File: src/rtl/filter_ewma_mc.sv
// filter_ewma_mc: multi-channel, multi-pole EWMA filter for the voice mixing path.
// A single time-shared multiplier walks every (channel, stage) pair of a frame,
// one update per clock, then publishes the whole frame as either the low-pass
// result of the last pole or the high-pass residue (input minus last pole).
module filter_ewma_mc #(
  parameter int DATA_BITS = 12,
  parameter int CHANNELS  = 4,
  parameter int STAGES    = 2
) (
  input  logic                          clk,
  input  logic                          rst,
  input  logic                          din_valid,
  input  logic [CHANNELS*DATA_BITS-1:0] din,
  input  logic [8:0]                    alpha,
  input  logic                          hp_mode,
  output logic [CHANNELS*DATA_BITS-1:0] dout,
  output logic                          dout_valid,
  output logic                          busy,
  output logic                          overrun
);

  localparam int NUM_REGS = CHANNELS * STAGES;
  localparam int CW       = (CHANNELS > 1) ? $clog2(CHANNELS) : 1;
  localparam int SW       = (STAGES > 1) ? $clog2(STAGES) : 1;
  localparam int PW       = (NUM_REGS > 1) ? $clog2(NUM_REGS) : 1;
  localparam int PRODW    = DATA_BITS + 11;

  localparam logic [CW-1:0] LAST_CH = CW'(CHANNELS - 1);
  localparam logic [SW-1:0] LAST_ST = SW'(STAGES - 1);

  // Flipping the MSB converts between offset-binary and two's complement.
  localparam logic [DATA_BITS-1:0] MID_SCALE = {1'b1, {(DATA_BITS-1){1'b0}}};
  localparam logic signed [DATA_BITS-1:0] SAT_MAX = {1'b0, {(DATA_BITS-1){1'b1}}};
  localparam logic signed [DATA_BITS-1:0] SAT_MIN = {1'b1, {(DATA_BITS-1){1'b0}}};
  localparam logic [8:0] ALPHA_UNITY = 9'd256;

  typedef enum logic [1:0] {
    IDLE = 2'd0,
    RUN  = 2'd1,
    DONE = 2'd2
  } fsmState_t;

  fsmState_t fsm_q, fsm_d;

  logic [CW-1:0] chIdx_q, chIdx_d;
  logic [SW-1:0] stIdx_q, stIdx_d;
  logic [PW-1:0] ptr_q, ptr_d;

  logic signed [DATA_BITS-1:0] mem_q   [NUM_REGS];
  logic signed [DATA_BITS-1:0] inLat_q [CHANNELS];
  logic [8:0]                  alphaLat_q;
  logic                        hpLat_q;

  logic [CHANNELS*DATA_BITS-1:0] dout_q, doutNext;
  logic                          doutValid_q;
  logic                          overrun_q;

  logic acceptFrame;
  logic doUpdate;
  logic loadOut;
  logic lastUpdate;
  logic [8:0] alphaClamped;

  logic signed [DATA_BITS-1:0] xIn;
  logic signed [DATA_BITS-1:0] yCur;
  logic signed [DATA_BITS:0]   diff;
  logic signed [PRODW-1:0]     prod;
  logic signed [PRODW-1:0]     shifted;
  logic signed [DATA_BITS-1:0] yNew;
  logic                        unusedBits;

  // Coefficients above unity would overshoot the input, so they saturate at 256.
  assign alphaClamped = (alpha > ALPHA_UNITY) ? ALPHA_UNITY : alpha;
  assign lastUpdate   = (chIdx_q == LAST_CH) && (stIdx_q == LAST_ST);

  // FSM state register; reset aborts any frame in flight.
  always_ff @(posedge clk or posedge rst) begin
    if (rst) begin
      fsm_q <= IDLE;
    end else begin
      fsm_q <= fsm_d;
    end
  end

  // FSM next-state: accept in IDLE, sweep all updates in RUN, publish in DONE.
  always_comb begin
    fsm_d = fsm_q;
    case (fsm_q)
      IDLE:    if (din_valid) fsm_d = RUN;
      RUN:     if (lastUpdate) fsm_d = DONE;
      DONE:    fsm_d = IDLE;
      default: fsm_d = IDLE;
    endcase
  end

  // FSM outputs: strobes that steer the datapath for the current state.
  always_comb begin
    busy        = 1'b0;
    acceptFrame = 1'b0;
    doUpdate    = 1'b0;
    loadOut     = 1'b0;
    case (fsm_q)
      IDLE: acceptFrame = din_valid;
      RUN: begin
        busy     = 1'b1;
        doUpdate = 1'b1;
      end
      DONE: begin
        busy    = 1'b1;
        loadOut = 1'b1;
      end
      default: ;
    endcase
  end

  // Walk channel-major / stage-minor; ptr tracks the flat state-memory index.
  always_comb begin
    chIdx_d = chIdx_q;
    stIdx_d = stIdx_q;
    ptr_d   = ptr_q;
    if (acceptFrame) begin
      chIdx_d = '0;
      stIdx_d = '0;
      ptr_d   = '0;
    end else if (doUpdate) begin
      ptr_d = ptr_q + 1'b1;
      if (stIdx_q == LAST_ST) begin
        stIdx_d = '0;
        chIdx_d = chIdx_q + 1'b1;
      end else begin
        stIdx_d = stIdx_q + 1'b1;
      end
    end
  end

  // One EWMA step: stage 0 sees the frame input, later stages see the
  // previous stage, which has already been updated earlier in this frame.
  always_comb begin
    if (stIdx_q == '0) begin
      xIn = inLat_q[chIdx_q];
    end else begin
      xIn = mem_q[ptr_q - 1'b1];
    end
    yCur    = mem_q[ptr_q];
    diff    = {xIn[DATA_BITS-1], xIn} - {yCur[DATA_BITS-1], yCur};
    prod    = $signed({{10{diff[DATA_BITS]}}, diff}) *
              $signed({{(DATA_BITS+2){1'b0}}, alphaLat_q});
    shifted = prod >>> 8;
    yNew    = yCur + $signed(shifted[DATA_BITS-1:0]);
  end

  // The step never leaves [y, x], so the high bits of the scaled delta are redundant.
  assign unusedBits = ^shifted[PRODW-1:DATA_BITS];

  // Per-channel output formatting: low-pass last pole or saturated high-pass residue.
  for (genvar c = 0; c < CHANNELS; c++) begin : gOut
    logic signed [DATA_BITS-1:0] lastStage;
    logic signed [DATA_BITS:0]   hDiff;
    logic signed [DATA_BITS-1:0] hSat;
    logic signed [DATA_BITS-1:0] outSigned;

    // Compute the signed output word for this channel before MSB re-inversion.
    always_comb begin
      lastStage = mem_q[c*STAGES + STAGES - 1];
      hDiff     = {inLat_q[c][DATA_BITS-1], inLat_q[c]} -
                  {lastStage[DATA_BITS-1], lastStage};
      if (hDiff[DATA_BITS] != hDiff[DATA_BITS-1]) begin
        hSat = hDiff[DATA_BITS] ? SAT_MIN : SAT_MAX;
      end else begin
        hSat = hDiff[DATA_BITS-1:0];
      end
      outSigned = hpLat_q ? hSat : lastStage;
    end

    assign doutNext[c*DATA_BITS +: DATA_BITS] = outSigned ^ MID_SCALE;
  end

  // Frame bookkeeping: capture inputs at acceptance and advance the sweep.
  always_ff @(posedge clk or posedge rst) begin
    if (rst) begin
      chIdx_q    <= '0;
      stIdx_q    <= '0;
      ptr_q      <= '0;
      alphaLat_q <= '0;
      hpLat_q    <= 1'b0;
      for (int i = 0; i < CHANNELS; i++) inLat_q[i] <= '0;
    end else begin
      chIdx_q <= chIdx_d;
      stIdx_q <= stIdx_d;
      ptr_q   <= ptr_d;
      if (acceptFrame) begin
        alphaLat_q <= alphaClamped;
        hpLat_q    <= hp_mode;
        for (int i = 0; i < CHANNELS; i++) begin
          inLat_q[i] <= din[i*DATA_BITS +: DATA_BITS] ^ MID_SCALE;
        end
      end
    end
  end

  // Filter state memory; only the pole currently addressed is rewritten.
  always_ff @(posedge clk or posedge rst) begin
    if (rst) begin
      for (int i = 0; i < NUM_REGS; i++) mem_q[i] <= '0;
    end else if (doUpdate) begin
      mem_q[ptr_q] <= yNew;
    end
  end

  // Output registers: dout holds between frames; valid and overrun are one-cycle pulses.
  always_ff @(posedge clk or posedge rst) begin
    if (rst) begin
      dout_q      <= {CHANNELS{MID_SCALE}};
      doutValid_q <= 1'b0;
      overrun_q   <= 1'b0;
    end else begin
      doutValid_q <= loadOut;
      overrun_q   <= din_valid && busy;
      if (loadOut) begin
        dout_q <= doutNext;
      end
    end
  end

  assign dout       = dout_q;
  assign dout_valid = doutValid_q;
  assign overrun    = overrun_q;

endmodule

File: config.mk
export PLATFORM = sky130hd
export DESIGN_NAME = filter_ewma_mc
export DESIGN_NICKNAME = d
export VERILOG_FILES = /design/src/rtl/filter_ewma_mc.sv
export SDC_FILE = /design/constraint.sdc
export NUM_CORES = 1
export LEC_CHECK = 0
export CORE_AREA = 2 2 147 206
export DETAILED_ROUTE_END_ITERATION = 6
export DIE_AREA = 0 0 149 208
export GPL_TIMING_DRIVEN = 0
export PLACE_DENSITY = 0.8
export SLEW_MARGIN = 20
export SYNTH_ARGS = -nofsm -noshare
export SYNTH_HDL_FRONTEND = slang
export SYNTH_SLANG_ARGS = --single-unit
File: constraint.sdc
create_clock -name clk -period 27.5 [get_ports clk]
set_clock_uncertainty 0.2 [all_clocks]
set_input_delay 8.25 -clock clk [delete_from_list [all_inputs] [get_ports clk]]
set_output_delay 8.25 -clock clk [all_outputs]
set_load 0.01 [all_outputs]
## After elaboration in Yosys (flattened, before gate mapping)

Cells that the tools add are included.

- Bits in registers: 212
- Latch bits: 0
- Memory bits (writable): 0
- Memory bits (read-only): 0
- Input port bits: 61
- Logic and storage cells: 107
- Memories: 0

- Add/subtract/negate cells: 10
- Multipliers: 1
- Div/mod/pow operators: 0
- Order comparisons: 5
- Eq/ne operators: 9
- Shift operators: 0
- Muxes and demuxes: 41
- Bitwise logic cells: 11
- Reductions and logical operators: 9

Operators with widths:

| operator | number |
|---|---|
| two-way mux 12 bit | 20 |
| bitwise mux 96 bit | 1 |
| binary-select mux 12 bit (select 3 bit) | 2 |
| subtractor 12 x 12 -> 13 bit | 5 |
| demux 12 bit (select 3 bit) | 1 |
| binary-select mux 12 bit (select 2 bit) | 1 |
| multiplier 13 x 10 -> 20 bit | 1 |
| adder 12 bit | 1 |
| two-way mux 2 bit | 5 |
| greater-than comparator 9 bit (second input constant) | 1 |
| two-way mux 9 bit | 1 |
| >= comparator 4 bit (second input constant) | 2 |
| NOT 1 bit | 8 |
| NOT 3 -> 4 bit | 2 |
| two-way mux 1 bit | 7 |
| two-way mux 3 bit | 2 |
| == test 2 bit (second input constant) | 2 |
| less-than comparator 4 x 1 -> 1 bit (second input constant) | 1 |
| != test 1 bit | 4 |
| != test 2 bit (second input constant) | 2 |
| case mux 2 bit (2 select lines) | 1 |
| AND reduction 2 bit | 2 |
| nonzero test 2 bit | 2 |
| adder 3 x 1 -> 3 bit (second input constant) | 1 |
| other kinds (9) | 11 |

## Logic depth before layout (Yosys ltp)

Gate-level depths: netlist of run 1.

- Word-level depth: 10
- Depth in mapped cells: 43
- Gate-level depth less buffers: 40

## Least setup slack after synthesis of run 1

OpenSTA, ideal clock, no wires.

- Path type: register to register
- From: reg ptr_q[1]
- To: reg mem_q (netlist bit gOut[0].lastStage[10])
- Library setup time: 0.148 ns
- Arrival: 9.877 ns
- Required time: 27.152 ns
- Slack: 17.275 ns
- Cell stages (with the launch flop): 40
- Path buffers: 4
- Clock period less this slack: 10.225 ns
- Path through: dfrtp_1 buf_1 inv_1 ha_1 buf_2 buf_1 clkbuf_1 mux4_2 mux2i_1 a21oi_1 ha_1 a21o_1 o41ai_2 o21ai_1 a21oi_2 xnor2_1 nand2_1 fa_1 (+4 left out) inv_1 fa_1 inv_1 ha_1 or2_1 a211oi_1 a21oi_1 o21bai_1 a31o_2 a21oi_1 xnor2_1 ha_1 inv_1 nor4_1 a21oi_1 o311ai_0 a211oi_1 o21ai_0

- Word-level cells in the longest chain between the ends: 10

Ends and longest elaborated chain:

| item | line | source |
|---|---|---|
| from (decl) | 47 | `logic [PW-1:0] ptr_q, ptr_d;` |
| from (signal assigned) | 190 | `ptr_q <= ptr_d;` |
| subtractor 3 x 1 -> 3 bit | 142 | `xIn = mem_q[ptr_q - 1'b1];` |
| NOT 3 -> 4 bit (implied by the code) | 142 |  |
| binary-select mux 12 bit (select 3 bit) | 142 |  |
| two-way mux 12 bit (implied by the code) (2 in a row) | 142 |  |
| two-way mux 12 bit | 139 | `if (stIdx_q == '0) begin` |
| subtractor 12 x 12 -> 13 bit | 145 | `diff = {xIn[DATA_BITS-1], xIn} - {yCur[DATA_BITS-1], yCur};` |
| multiplier 13 x 10 -> 20 bit | 146 | `prod = $signed({{10{diff[DATA_BITS]}}, diff}) *` |
| adder 12 bit | 149 | `yNew = yCur + $signed(shifted[DATA_BITS-1:0]);` |
| bitwise mux 96 bit * | 206 | `mem_q[ptr_q] <= yNew;` |
| to (signal, indexed assignment) | 206 |  |
| to (decl) | 49 | `logic signed [DATA_BITS-1:0] mem_q [NUM_REGS];` |

Every way passes the cells marked *; elsewhere a longest branch is shown, timed or not. The select of a mux whose other input is x is not followed.
A chain may end at the register's enable or synchronous reset.

## Worst setup path after layout of run 1

- From: reg ptr_q[1]
- To: reg mem_q[93] (netlist name)

The elaborated chain is that of the path after synthesis.

==> results of run 1 <==
[through the flow]
stage / instances / hold slack (ns) / area [µm²] / setup slack [ns]
global placement: 2352 / 0.273 / 18800 / 10.65
finish: 2395 / 0.294 / 19600 / 14.72
detailed placement: 2354 / 0.280 / 18800 / 14.89
global route: 2395 / 0.322 / 19600 / 13.99
CTS: 2395 / 0.291 / 19600 / 14.79
floorplan: 1861 / 0.259 / 17200 / 13.26
[logic make-up after synthesis]
| logic type | after synthesis | synth area share |
|---|---|---|
| buffers and inverters | 281 | 0.0622 |
| AO/OA/AOI/OAI | 397 | 0.142 |
| flip-flops | 212 | 0.309 |
| adder cells (fa/ha/maj) | 218 | 0.199 |
| multiplexers | 97 | 0.101 |
| XOR/XNOR | 59 | 0.0309 |
| AND/OR/NAND/NOR | 597 | 0.155 |
[final timing paths]
path | start | end | slack, ns
worst max register to register | ptr_q[1] | mem_q[93] | 14.72
min in group asynchronous | rst | dout[30] | 7.93
worst max-delay path | ptr_q[1] | mem_q[93] | 14.72
worst min-delay path | dout[23] | dout[23] | 0.29
max in group asynchronous | rst | mem_q[90] | 18.05
worst min register to register | dout[23] | dout[23] | 0.29
[critical path: cells and delay by family (launching register included)]
kind | cells | cell delay (ns)
AND/OR/NAND/NOR | 6 | 0.95
XOR/XNOR | 3 | 1.66
buffers and inverters | 8 | 2.51
AO/OA/AOI/OAI | 12 | 2.53
adder cells (fa/ha/maj) | 9 | 3.72
flip-flops | 1 | 0.45
multiplexers | 2 | 0.54
[layout by cell type (no fill, tap or decap), types with 7 or more instances in the layout]
cell / n
a211oi_1: 10
a21boi_0: 7
a21o_1: 16
a21oi_1: 77
a31o_2: 7
a31oi_1: 12
and2_1: 51
buf_1: 15
clkbuf_1: 60
clkbuf_16: 23
clkdlybuf4s50_1: 111
dfrtp_1: 208
fa_1: 94
ha_1: 121
inv_1: 198
mux2_2: 16
mux2i_1: 21
mux4_2: 60
nand2_1: 339
nand2b_1: 15
nand3_1: 15
nand3b_1: 10
nor2_1: 87
nor2b_1: 22
nor3_1: 23
o21a_1: 30
o21ai_0: 145
o21ai_1: 26
o22a_1: 16
or3_1: 11
xnor2_1: 41
xor2_1: 17
[metal layers]
metal,vias up,share of wire
met2,753,0.49
met4,0,0.095
met1,7166,0.35
li1,6586,-
met5,-,0
met3,236,0.071
[synth_stat cells, drive strengths merged, types with 4 or more instances]
cell       n
a211oi    13
a21boi     9
a21o      16
a21oi     78
a2bb2oi    5
a31o       7
a31oi     12
and2      52
and3       4
buf       21
clkbuf    60
dfrtp    208
dfstp      4
fa        94
ha       121
inv      199
mux2      16
mux2i     21
mux4      60
nand2    339
nand2b    15
nand3     15
nand3b    10
nor2      87
nor2b     22
nor3      23
nor4       4
o21a      30
o21ai    173
o21bai     4
o221ai     6
o22a      16
o31a       4
or2        6
or3       12
xnor2     41
xor2      17
[cell type report]
class / instances / area [µm²]
multi-input cells: 1368 / 10800
fillers: 2314 / 9470
flip-flops and latches: 212 / 5310
repair buffers: 113 / 1170
inverters: 200 / 758
clock buffers: 27 / 631
well taps: 380 / 475
plain buffers: 81 / 318
clock inverters: 14 / 143
[flip-flops by register name, summed over array words and instances (netlist names)]
signal,cells
alphaLat_q,9
chIdx_q,2
dout,48
dout_valid,1
fsm_q,2
gOut.lastStage,48
hpLat_q,1
inLat_q,48
mem_q,48
overrun,1
ptr_q,3
stIdx_q,1
==> summary.txt, run 1 <==
Outcome
  – Outcome: finished clean

Global routing
  – Global-route wire length before repair: 84.6 mm
  – Antenna violations before repair: 0
  – Met2 Resource Use GR: 0.604
  – GRT Max-Usage Layer: met2
  – Gr ovfl total: 0
  – Vias in the first global route: 15,142
  – GRT met3 Usage: 0.0498
  – Largest net degree at the start of global routing: 92
  – Met1 GRT Util: 0.411
  – Gr usage total: 0.360

Routing
  – Routed WL: between 50 and 60 mm
  – Vias per inst: 6.15
  – Routed len/inst: 22.9 µm
  – DRC Markers: 0
  – Iter 0 DRT Violations: 966
  – Post-DRT Antenna Nets: 0
  – First-pass detailed-route iteration total: 6
  – Vias post-DR: 14,741

Floorplan
  – I/O pin cnt: ~110
  – Die X: 149 µm
  – DIE AREA: 31,000 µm²
  – Core ar.: 29,100 µm²
  – Num rows: between 70 and 80
  – Die Ht: between 200 and 250 µm
  – Initial Util: 0.591

Synth
  – Netlist cell types: 74
  – Synthesized instance count: about 1,900
  – Number of flops mapped to enable cells by yosys: 0
  – Ys async rst share: 1.00
  – Cell taking the most area after synthesis: dfrtp_1
  – Yosys warnings: 0
  – Post-Syn Nets: 2,137
  – Syn Area/Cell: 9.23 µm²
  – Post-synthesis sequential area ratio: 0.309
  – Largest cells by area after synthesis: dfrtp_1 30%, fa_1 11%, ha_1 8.8%
  – Synth Register Bits: 212
  – Post-Syn Area: 17,200 µm²
  – Share of the synthesized area in the top cell type: 0.303
  – Synth Flop Type: dfrtp_1

Clock tree
  – Post_cts resized: 0
  – Hold-fix buffers, CTS: 0
  – Clock root cell: clkbuf_16
  – Post-CTS setup buffers: 0
  – Clk sinks: 212
  – Deepest clock path buffer count: 3
  – CTS tree: yes
  – Inserted Clock Buffers: 23
  – H-tree depth reported by CTS: 1
  – Reg clk slew, reported paths: 0.07 ns
  – Clk Latency, worst-skew pair: 0.55 ns

Setup path
  – CP startpoint kind: register
  – Endpoint type of the worst setup path: register
  – Worst path required time: 27.68 ns
  – Arrival @ worst endpoint: 12.96 ns
  – Worst path max stage delay: 0.79 ns
  – Reg2reg path depth: 40
  – CP max stage cell: xnor2_1
  – Most frequent cell on the critical path: fa_1
  – Crit-path max FO: 10
  – WS Path Type: register to register

Placed design
  – Port Buf Inserts: 111
  – DPL Wire Length: 43.0 mm
  – GPL Wtd Cong: 1.06

Cells and area
  – N_diodes: 0
  – Finished Core Util: 0.674
  – Nets: ~2,300
  – P&R area growth vs syn: 14.1%
  – Fraction of layout cells with a size suffix above 1: 0.0759

Timing
  – Setup_tns: 0 ns
  – Min cycle time layout: 12.78 ns
  – Worst slew pin tran: 1.15 ns
  – Setup violators final: 0
  – Relative slew slack: 0.230
  – Final period utilization: 0.465
  – Setup repair after global routing missed its margin: false
  – Final hold vios: 0
  – Fmax: between 0.07 and 0.08 GHz
  – Fin. max-slew vios: 0

Job
  – MaxCap Viol Count: 0

Min path
  – Hold depth: 2
  – HP Class: register to register
Power of run 1 is not shown: default switching activity piles up to over one toggle a cycle in this logic, so the estimate is an artifact.
==> run 2, diff against run 1 <==
==> constraint.sdc (replaced) <==
create_clock -name clk -period 11.9 [get_ports clk]
set_clock_uncertainty 0.2 [all_clocks]
set_input_delay 3.57 -clock clk [delete_from_list [all_inputs] [get_ports clk]]
set_output_delay 3.57 -clock clk [all_outputs]
set_load 0.01 [all_outputs]
==> run 2 against run 1 <==
Effect of this change:
- global-route usage is essentially flat
- first-iteration DRC count grew 5.5%
- die area is the same
- sequential cell count is the same
- clock-buffer cell count is the same
- register-to-register slack lost 14 ns
- maximum frequency grew 14%
==> summary.txt, run 2 (synthesized netlist as in run 1, its figures left out) <==
Outcome
  – Outcome: finished clean

Timing
  – Setup_tns: 0 ns
  – Setup repair after global routing missed its margin: false
  – Relative slew slack: 0.215
  – Worst slew pin tran: 1.17 ns
  – Setup violators final: 0
  – Min cycle time layout: 11.18 ns
  – Final period utilization: 0.939
  – Fmax: 0.0895 GHz
  – Final hold vios: 0
  – Fin. max-slew vios: 0

Floorplan
  – Num rows: 74
  – Initial Util: 0.591
  – I/O pin cnt: 112
  – Die Ht: between 200 and 250 µm
  – Core ar.: roughly 29,000 µm²
  – Die X: 149 µm
  – DIE AREA: around 31,000 µm²

Global routing
  – Antenna violations before repair: 0
  – Vias in the first global route: 15,138
  – GRT met3 Usage: 0.0471
  – Largest net degree at the start of global routing: between 90 and 100
  – Global-route wire length before repair: approximately 85 mm
  – Met1 GRT Util: 0.411
  – Gr ovfl total: 0
  – Met2 Resource Use GR: 0.606
  – Gr usage total: 0.359
  – GRT Max-Usage Layer: met2

Placed design
  – GPL Wtd Cong: 1.06
  – Port Buf Inserts: ~110
  – DPL Wire Length: 43.0 mm
  – Placed Area: 18,800 µm²

Cells and area
  – Most frequent cells in the layout: 339 x nand2_1, 208 x dfrtp_1, 198 x inv_1
  – Most common cell after layout, fill and taps aside: nand2_1
  – Fraction of layout cells with a size suffix above 1: 0.0819
  – Finished Cell Area: 19,700 µm²
  – N_diodes: 0
  – P&R area growth vs syn: 14.5%
  – Nets: 2,274

Setup path
  – CP Launch Point: ptr_q[1]
  – CP max stage cell: xnor2_1
  – Crit-path max FO: 16
  – Endpoint type of the worst setup path: register
  – Worst path required time: 12.07 ns
  – CP startpoint kind: register
  – Most frequent cell on the critical path: fa_1
  – WS Path Type: register to register
  – R2R Path Start: ptr_q[1]
  – Reg2reg path depth: 38
  – Worst path max stage delay: ~0.92 ns
  – Arrival @ worst endpoint: 11.34 ns

Min path
  – HP Class: register to register
  – Hold path startpoint: dout[23]
  – Hold depth: 2

Clock tree
  – CTS tree: yes
  – Reg clk slew, reported paths: 0.07 ns
  – H-tree depth reported by CTS: 1
  – Clk sinks: approximately 210
  – Inserted Clock Buffers: 23
  – Hold-fix buffers, CTS: 0
  – Clock root cell: clkbuf_16
  – Deepest clock path buffer count: 3
  – Clk Latency, worst-skew pair: between 0.5 and 0.6 ns

Job
  – MaxCap Viol Count: 0

Routing
  – Post-DRT Antenna Nets: 0
  – Routed WL: between 50 and 60 mm
  – Vias post-DR: 14,768
  – First-pass detailed-route iteration total: 5
  – DRC Markers: 0
  – Iter 0 DRT Violations: 1,019
  – Routed len/inst: between 20 and 25 µm
  – Vias per inst: 6.17
==> run 2: path summary, 6_finish.rpt <==
kind                                         to  slack (ns)
setup / recovery           gOut[0].lastStage[7]        0.72
hold / removal                         dout[23]        0.29
setup reg to reg           gOut[0].lastStage[7]        0.72
hold reg to reg                        dout[23]        0.29
max in group asynchronous  gOut[0].lastStage[5]        7.13
min in group asynchronous              dout[30]        3.25
==> run 2: worst max-delay path: cells and delay by family, from the launching register on <==
family	cells	cell delay [ns]
adder cells (fa/ha/maj)	9	3.69
multiplexers	2	0.49
XOR/XNOR	3	1.54
AO/OA/AOI/OAI	11	2.30
AND/OR/NAND/NOR	6	0.93
flip-flops	1	0.45
buffers and inverters	7	1.38
==> run 2: per-layer routing <==
layer	routed length, µm	vias up
li1	-	6583
met2	27100	731
met5	0	-
met3	3640	236
met4	5050	0
met1	19100	7218
==> run 2: timing repair <==
item / 4_1_cts / 5_1_grt
resized for setup: 6 / 11
pin swaps: 0 / 0
hold endpoints to repair: 0 / 0
endpoints found under the setup margin: 47 / 41
cloned: 0 / 0
setup buffers: 0 / 0
==> run 2: through the flow <==
stage / setup WS, ns / util / hold WS, ns / std cells
2_1_floorplan: 1.67 / - / 0.259 / 1861
5_1_grt: 0.0136 / 0.676 / 0.322 / 2394
3_3_place_gp: -0.771 / 0.645 / 0.273 / 2352
4_1_cts: 0.0169 / 0.676 / 0.291 / 2394
6_report: 0.723 / 0.676 / 0.294 / 2394
3_5_place_dp: -0.712 / 0.648 / 0.280 / 2354
==> run 2: final cells by class <==
class                   count  area [µm²]
plain buffers              80         322
clock buffers              27         631
clock inverters            14         143
fillers                  2314        9410
inverters                 200         758
multi-input cells        1368       10900
flip-flops and latches    212        5310
well taps                 380         475
repair buffers            113        1170
Power of run 2 is left out for the same reason.
==> edit 1, RTL diff (config.mk and constraints of run 2) <==
Put a register stage on the output `busy`, cleared by the reset. The value now appears one clock later. The other outputs are not delayed to match.
--- a/src/rtl/filter_ewma_mc.sv
+++ b/src/rtl/filter_ewma_mc.sv
@@ -42,2 +42,4 @@
 
+  logic busy_d;
+
   fsmState_t fsm_q, fsm_d;
@@ -97,3 +99,3 @@
   always_comb begin
-    busy        = 1'b0;
+    busy_d      = 1'b0;
     acceptFrame = 1'b0;
@@ -104,3 +106,3 @@
       RUN: begin
-        busy     = 1'b1;
+        busy_d   = 1'b1;
         doUpdate = 1'b1;
@@ -108,3 +110,3 @@
       DONE: begin
-        busy    = 1'b1;
+        busy_d  = 1'b1;
         loadOut = 1'b1;
@@ -217,3 +219,3 @@
       doutValid_q <= loadOut;
-      overrun_q   <= din_valid && busy;
+      overrun_q   <= din_valid && busy_d;
       if (loadOut) begin
@@ -228,2 +230,10 @@
 
+  always_ff @(posedge clk or posedge rst) begin
+    if (rst) begin
+      busy <= '0;
+    end else begin
+      busy <= busy_d;
+    end
+  end
+
 endmodule
Formal check against the unedited RTL: not equivalent (a bounded check fails within 4 cycles, from zero or initial values and one cycle with rst high).
==> edit 1 against run 2 <==
Setup slack got worse by 150 ps. First-iteration DRC count decreased by 4.4%. Sequential cell count increased by 1. Synthesized area increased by 0.15%. Design area about the same. Hold slack about the same. Global-route usage increased by 0.22 points. Routed wire length decreased by 0.64%. Critical path depth unchanged. Critical endpoint is now mem_q[23]. Highest routed layer unchanged.
Power is not shown: default switching activity piles up to over one toggle a cycle in this logic, so the estimate is an artifact.
==> edit 1: results (changes against run 2) <==
INFO  metric outcome = completed
INFO  metric regToRegSetupSlack = 570 ps (-150 ps)
INFO  metric synthCells = 1862 (+0.054%)
INFO  metric share_of_synthesized_area_occupied_by_flip_flops_and_latches = 0.310 (+0.00100)
INFO  metric timing.critical_path.fanout_max = 10 (-6)
INFO  metric route.detailed.wl_per_inst = 22.8 µm (-0.59%)
INFO  metric fin_worst_hold_slack = 294 ps (-0.421 ps)
INFO  metric grt_use_total = 0.361 (+0.00220)
INFO  metric first_pass_grt_wire_length = 84800 µm (+0.28%)
INFO  metric dpl_cell_area = 18900 µm² (+0.13%)
INFO  metric max_stage_delay = 780 ps (-140 ps)
INFO  metric reg2reg_to = mem_q[23]
INFO  metric worst_r2r_startpoint = ptr_q[0]
INFO  metric cp_data_arrival_time = 11520 ps (+180 ps)
INFO  metric hpwlAfterDp = 42600 µm (-0.92%)
INFO  metric worst-slew-pin-transition = 1190 ps (+25.4 ps)
INFO  metric use_met1 = 0.404 (-0.00732)
INFO  metric synth_fp_nets = 2138 (+0.047%)
INFO  metric gr-usage-met2 = 0.614 (+0.00779)
INFO  metric holdCritStartpoint = dout[47]
INFO  metric postCtsHoldBufs = 0 (unchanged)
INFO  metric cts_resized = 4 (-2)
INFO  metric globalRouteMet3Util = 0.0526 (+0.00548)
INFO  metric drt_pass1_iterations = 6 (+1)
INFO  metric dp_worst_setup_slack = -752 ps (-39.4 ps)
INFO  metric synth.top_cells.by_area = dfrtp_1 30%, fa_1 11%, ha_1 8.8%
INFO  metric place_congestion = 1.02 (-3.7%)
INFO  metric drt_first_iter_violations = 974 (-4.4%)
INFO  metric grt_start_max_net_pins = 79 (-14%)
INFO  metric layout-drive-gt1-share = 0.0775 (-0.00443)
INFO  metric holdPathEnd = dout[47]
INFO  metric stdcell_count = 2393 (-0.042%)
INFO  metric routed-via-count = 14800 (-0.10%)
==> edit 1: changes by cell type after synthesis, sizes merged <==
cell	run 2	this run
dfrtp	208	209
==> edit 1: kinds of logic after synthesis <==
logic type                 after synthesis  synth area share
muxes                                   97             0.101
and+or+nand+nor                        597             0.154
DFF                                    213             0.310
AOI/OAI and AO/OA                      397             0.142
xor gates and xnor gates                59            0.0308
adders and majority gates              218             0.199
buffers and inverters                  281            0.0621
==> edit 1: per-layer routing <==
metal / vias up / routed length [µm]
met5: - / 0
met4: 0 / 5260
met2: 789 / 26600
li1: 6593 / -
met1: 7122 / 18600
met3: 249 / 4020
==> edit 1: layout make-up <==
cell class / instances / area [µm²] / share of cell area
Clock inverter: 10 / 149 / 0.00757
Multi-Input combinational cell: 1368 / 10800 / 0.551
Buffer: 80 / 322 / 0.0164
Timing Repair Buffer: 113 / 1170 / 0.0593
Clock buffer: 29 / 617 / 0.0314
Inverter: 200 / 758 / 0.0386
Sequential cell: 213 / 5340 / 0.271
Tap cell: 380 / 475 / 0.0242
==> edit 1: metrics by stage <==
| step | util | setup TNS [ps] |
|---|---|---|
| CTS | 0.676 | 0 |
| global route | 0.676 | 0 |
| detailed placement | 0.649 | -23920 |
| floorplan | - | 0 |
| global placement | 0.646 | -83240 |
| finish | 0.676 | 0 |
==> edit 1: worst max path at each step <==
stage | from | end | slack [ps] | depth (start not counted)
floorplan | ptr_q[1] | gOut[0].lastStage[10] | 1670 | 39
global placement | ptr_q[1] | gOut[1].lastStage[10] | -780 | 39
detailed placement | ptr_q[1] | gOut[3].lastStage[9] | -750 | 40
CTS | ptr_q[1] | mem_q[23] | 360 | 40
global route | ptr_q[1] | gOut[2].lastStage[11] | 20 | 40
finish | ptr_q[0] | mem_q[23] | 570 | 38
==> edit 2, RTL diff (config.mk and constraints of run 2) <==
Made on the original files. `STAGES`: 2 -> 1.
--- a/src/rtl/filter_ewma_mc.sv
+++ b/src/rtl/filter_ewma_mc.sv
@@ -7,3 +7,3 @@
   parameter int CHANNELS  = 4,
-  parameter int STAGES    = 2
+  parameter int STAGES    = 1
 ) (
Behaviour: not the same (a bounded check fails within 10 cycles, from zero or initial values and one cycle with rst high).
==> edit 2 against run 2 <==
Design area is 16% lower. Count of clock-buffer cells in the layout down 9. Sequential cell count shrank 50. Core utilization decreased by 11 points. Setup slack better by 850 ps. Synthesized area shrank 17%. Critical path depth is 3 lower. Sequential share of layout area fell by 2.3 points. Routed wire length down 25%. Critical path type unchanged.
Power is left out: the tool's default activity adds up to more than one toggle a clock period on the data nets, which glitch-free logic cannot reach.
==> edit 2: results (changes against run 2) <==
INFO  metric hpwlAfterDp = 32900 µm (-23%)
INFO  metric dpl_cell_area = 15800 µm² (-16%)
INFO  metric synth_xor_xnor_area_share = 0.0422 (+0.0113)
INFO  metric cts_buffers = 17 (-26%)
INFO  metric regToRegSetupSlack = 1570 ps (+850 ps)
INFO  metric use_met1 = 0.294 (-0.118)
INFO  metric route.detailed.wl_per_inst = 20.7 µm (-9.7%)
INFO  metric crit_path_start = ptr_q[0]
INFO  metric cp-endpoint = gOut[1].lastStage[10]
INFO  metric finalWirelength = 40900 µm (-25%)
INFO  metric htree_levels = 4 (+3)
INFO  metric maxClockFrequency = 96.8 MHz (+8.2%)
INFO  metric yosys-mux-area-fraction = 0.118 (+0.0168)
INFO  metric cts_resized = 0 (-6)
INFO  metric synth.top_cells.by_count = 195 x inv_1, 158 x dfrtp_1, 123 x ha_1, 121 x nand2_1, 94 x fa_1
INFO  metric gr-usage-met2 = 0.476 (-0.130)
INFO  metric place_congestion = 0.949 (-10%)
INFO  metric post-cts-setup-buffers = 0 (unchanged)
INFO  metric grt_antenna_before_repair = 0 (unchanged)
INFO  metric synth.top_cells.by_area = dfrtp_1 28%, fa_1 13%, ha_1 11%
INFO  metric worst-slew-pin-transition = 1020 ps (-145 ps)
INFO  metric r2r_worst_path_depth = 35 (-7.9%)
INFO  metric crit_slowest_cell = xnor2_1
INFO  metric grt_use_total = 0.271 (-0.0879)
INFO  metric share_of_synthesized_area_occupied_by_flip_flops_and_latches = 0.286 (-0.0232)
INFO  metric synth_fp_nets = 1730 (-19%)
INFO  metric ys_types = 71 (-4.1%)
INFO  metric cp_data_arrival_time = 10450 ps (-890 ps)
INFO  metric outcome = completed
INFO  metric ys_dominant_reg_cell = dfrtp_1
INFO  metric avgSynthCellArea = 9.78 µm² (+5.9%)
INFO  metric clock_path_buffers = 2 (-1)
INFO  metric layout-drive-gt1-share = 0.0984 (+0.0164)
INFO  metric max_stage_delay = 740 ps (-180 ps)
INFO  metric timing.critical_path.fanout_max = 10 (-6)
INFO  metric synth-adder-area-share = 0.242 (+0.0422)
INFO  metric worst_hold_path.num_cells = 1 (-1)
INFO  metric dp_cells = 1944 (-17%)
INFO  metric globalRouteMet3Util = 0.0364 (-0.0107)
INFO  metric via_count_of_the_first_global_routing_pass = 12100 (-20%)
INFO  metric clock_latency = 460 ps (-90 ps)
INFO  metric yosysWarnings = 0 (unchanged)
INFO  metric min_path_type = flop to flop
INFO  metric drt_first_iter_violations = 778 (-24%)
INFO  metric first_pass_grt_wire_length = 64200 µm (-24%)
INFO  metric dp_worst_setup_slack = 1670 ps (+2380 ps)
INFO  metric clk_transition_reported_paths = 70 ps (about the same)
INFO  metric via_per_inst = 5.85 (-5.2%)
INFO  metric grt_start_max_net_pins = 103 (+12%)
INFO  metric ctsRootBufferMaster = clkbuf_16
INFO  metric buffer_ports.inserted = 111 (unchanged)
INFO  metric synth_compound_gate_area_share = 0.122 (-0.0200)
-- edit 2: changes by cell type after synthesis, moves of 29 or more --
cell | before | now
dfrtp_1 | 208 | 158
nand2_1 | 339 | 121
mux4_2 | 60 | 22
clkbuf_1 | 60 | 31
mux2_2 | 16 | 80
o21ai_0 | 145 | 64
-- edit 2: critical path: cells and delay by family, from the launching register on --
family / cells / cell delay, ps
DFF: 1 / 410
buffers and inverters: 3 / 530
AOI/OAI and AO/OA: 12 / 2230
muxes: 1 / 620
xor gates and xnor gates: 2 / 1230
adders and majority gates: 10 / 3960
and+or+nand+nor: 7 / 1000
-- edit 2: how the worst min path moves through the flow --
stage                               from                    to  slack [ps]
global route                     dout[2]               dout[2]         300
floorplan           gOut[2].lastStage[2]  gOut[2].lastStage[2]         270
finish                           dout[5]               dout[5]         290
global placement                 dout[5]               dout[5]         270
CTS                              dout[5]               dout[5]         290
detailed placement              dout[46]              dout[46]         270
-- edit 2: layer usage --
layer | wire [µm] | up-vias
met5 | 0 | -
met4 | 3630 | 0
met3 | 2150 | 171
met2 | 21100 | 492
met1 | 14100 | 5704
li1 | - | 5189
-- edit 2: area by class of cell --
cell class,count,area [µm²]
Sequential cell,162,4060
Inverter,196,743
Clock buffer,18,429
Tap cell,380,475
Fill cell,2515,12600
Multi-Input combinational cell,1053,9240
Buffer,41,164
Antenna cell,1,2.50
Clock inverter,14,190
Timing Repair Buffer,112,1140
-- edit 2: per-stage QoR --
step | utilization | hold slack, ps
2_1_floorplan | - | 266
3_3_place_gp | 0.543 | 266
3_5_place_dp | 0.544 | 273
4_1_cts | 0.565 | 289
5_1_grt | 0.565 | 301
6_report | 0.565 | 288
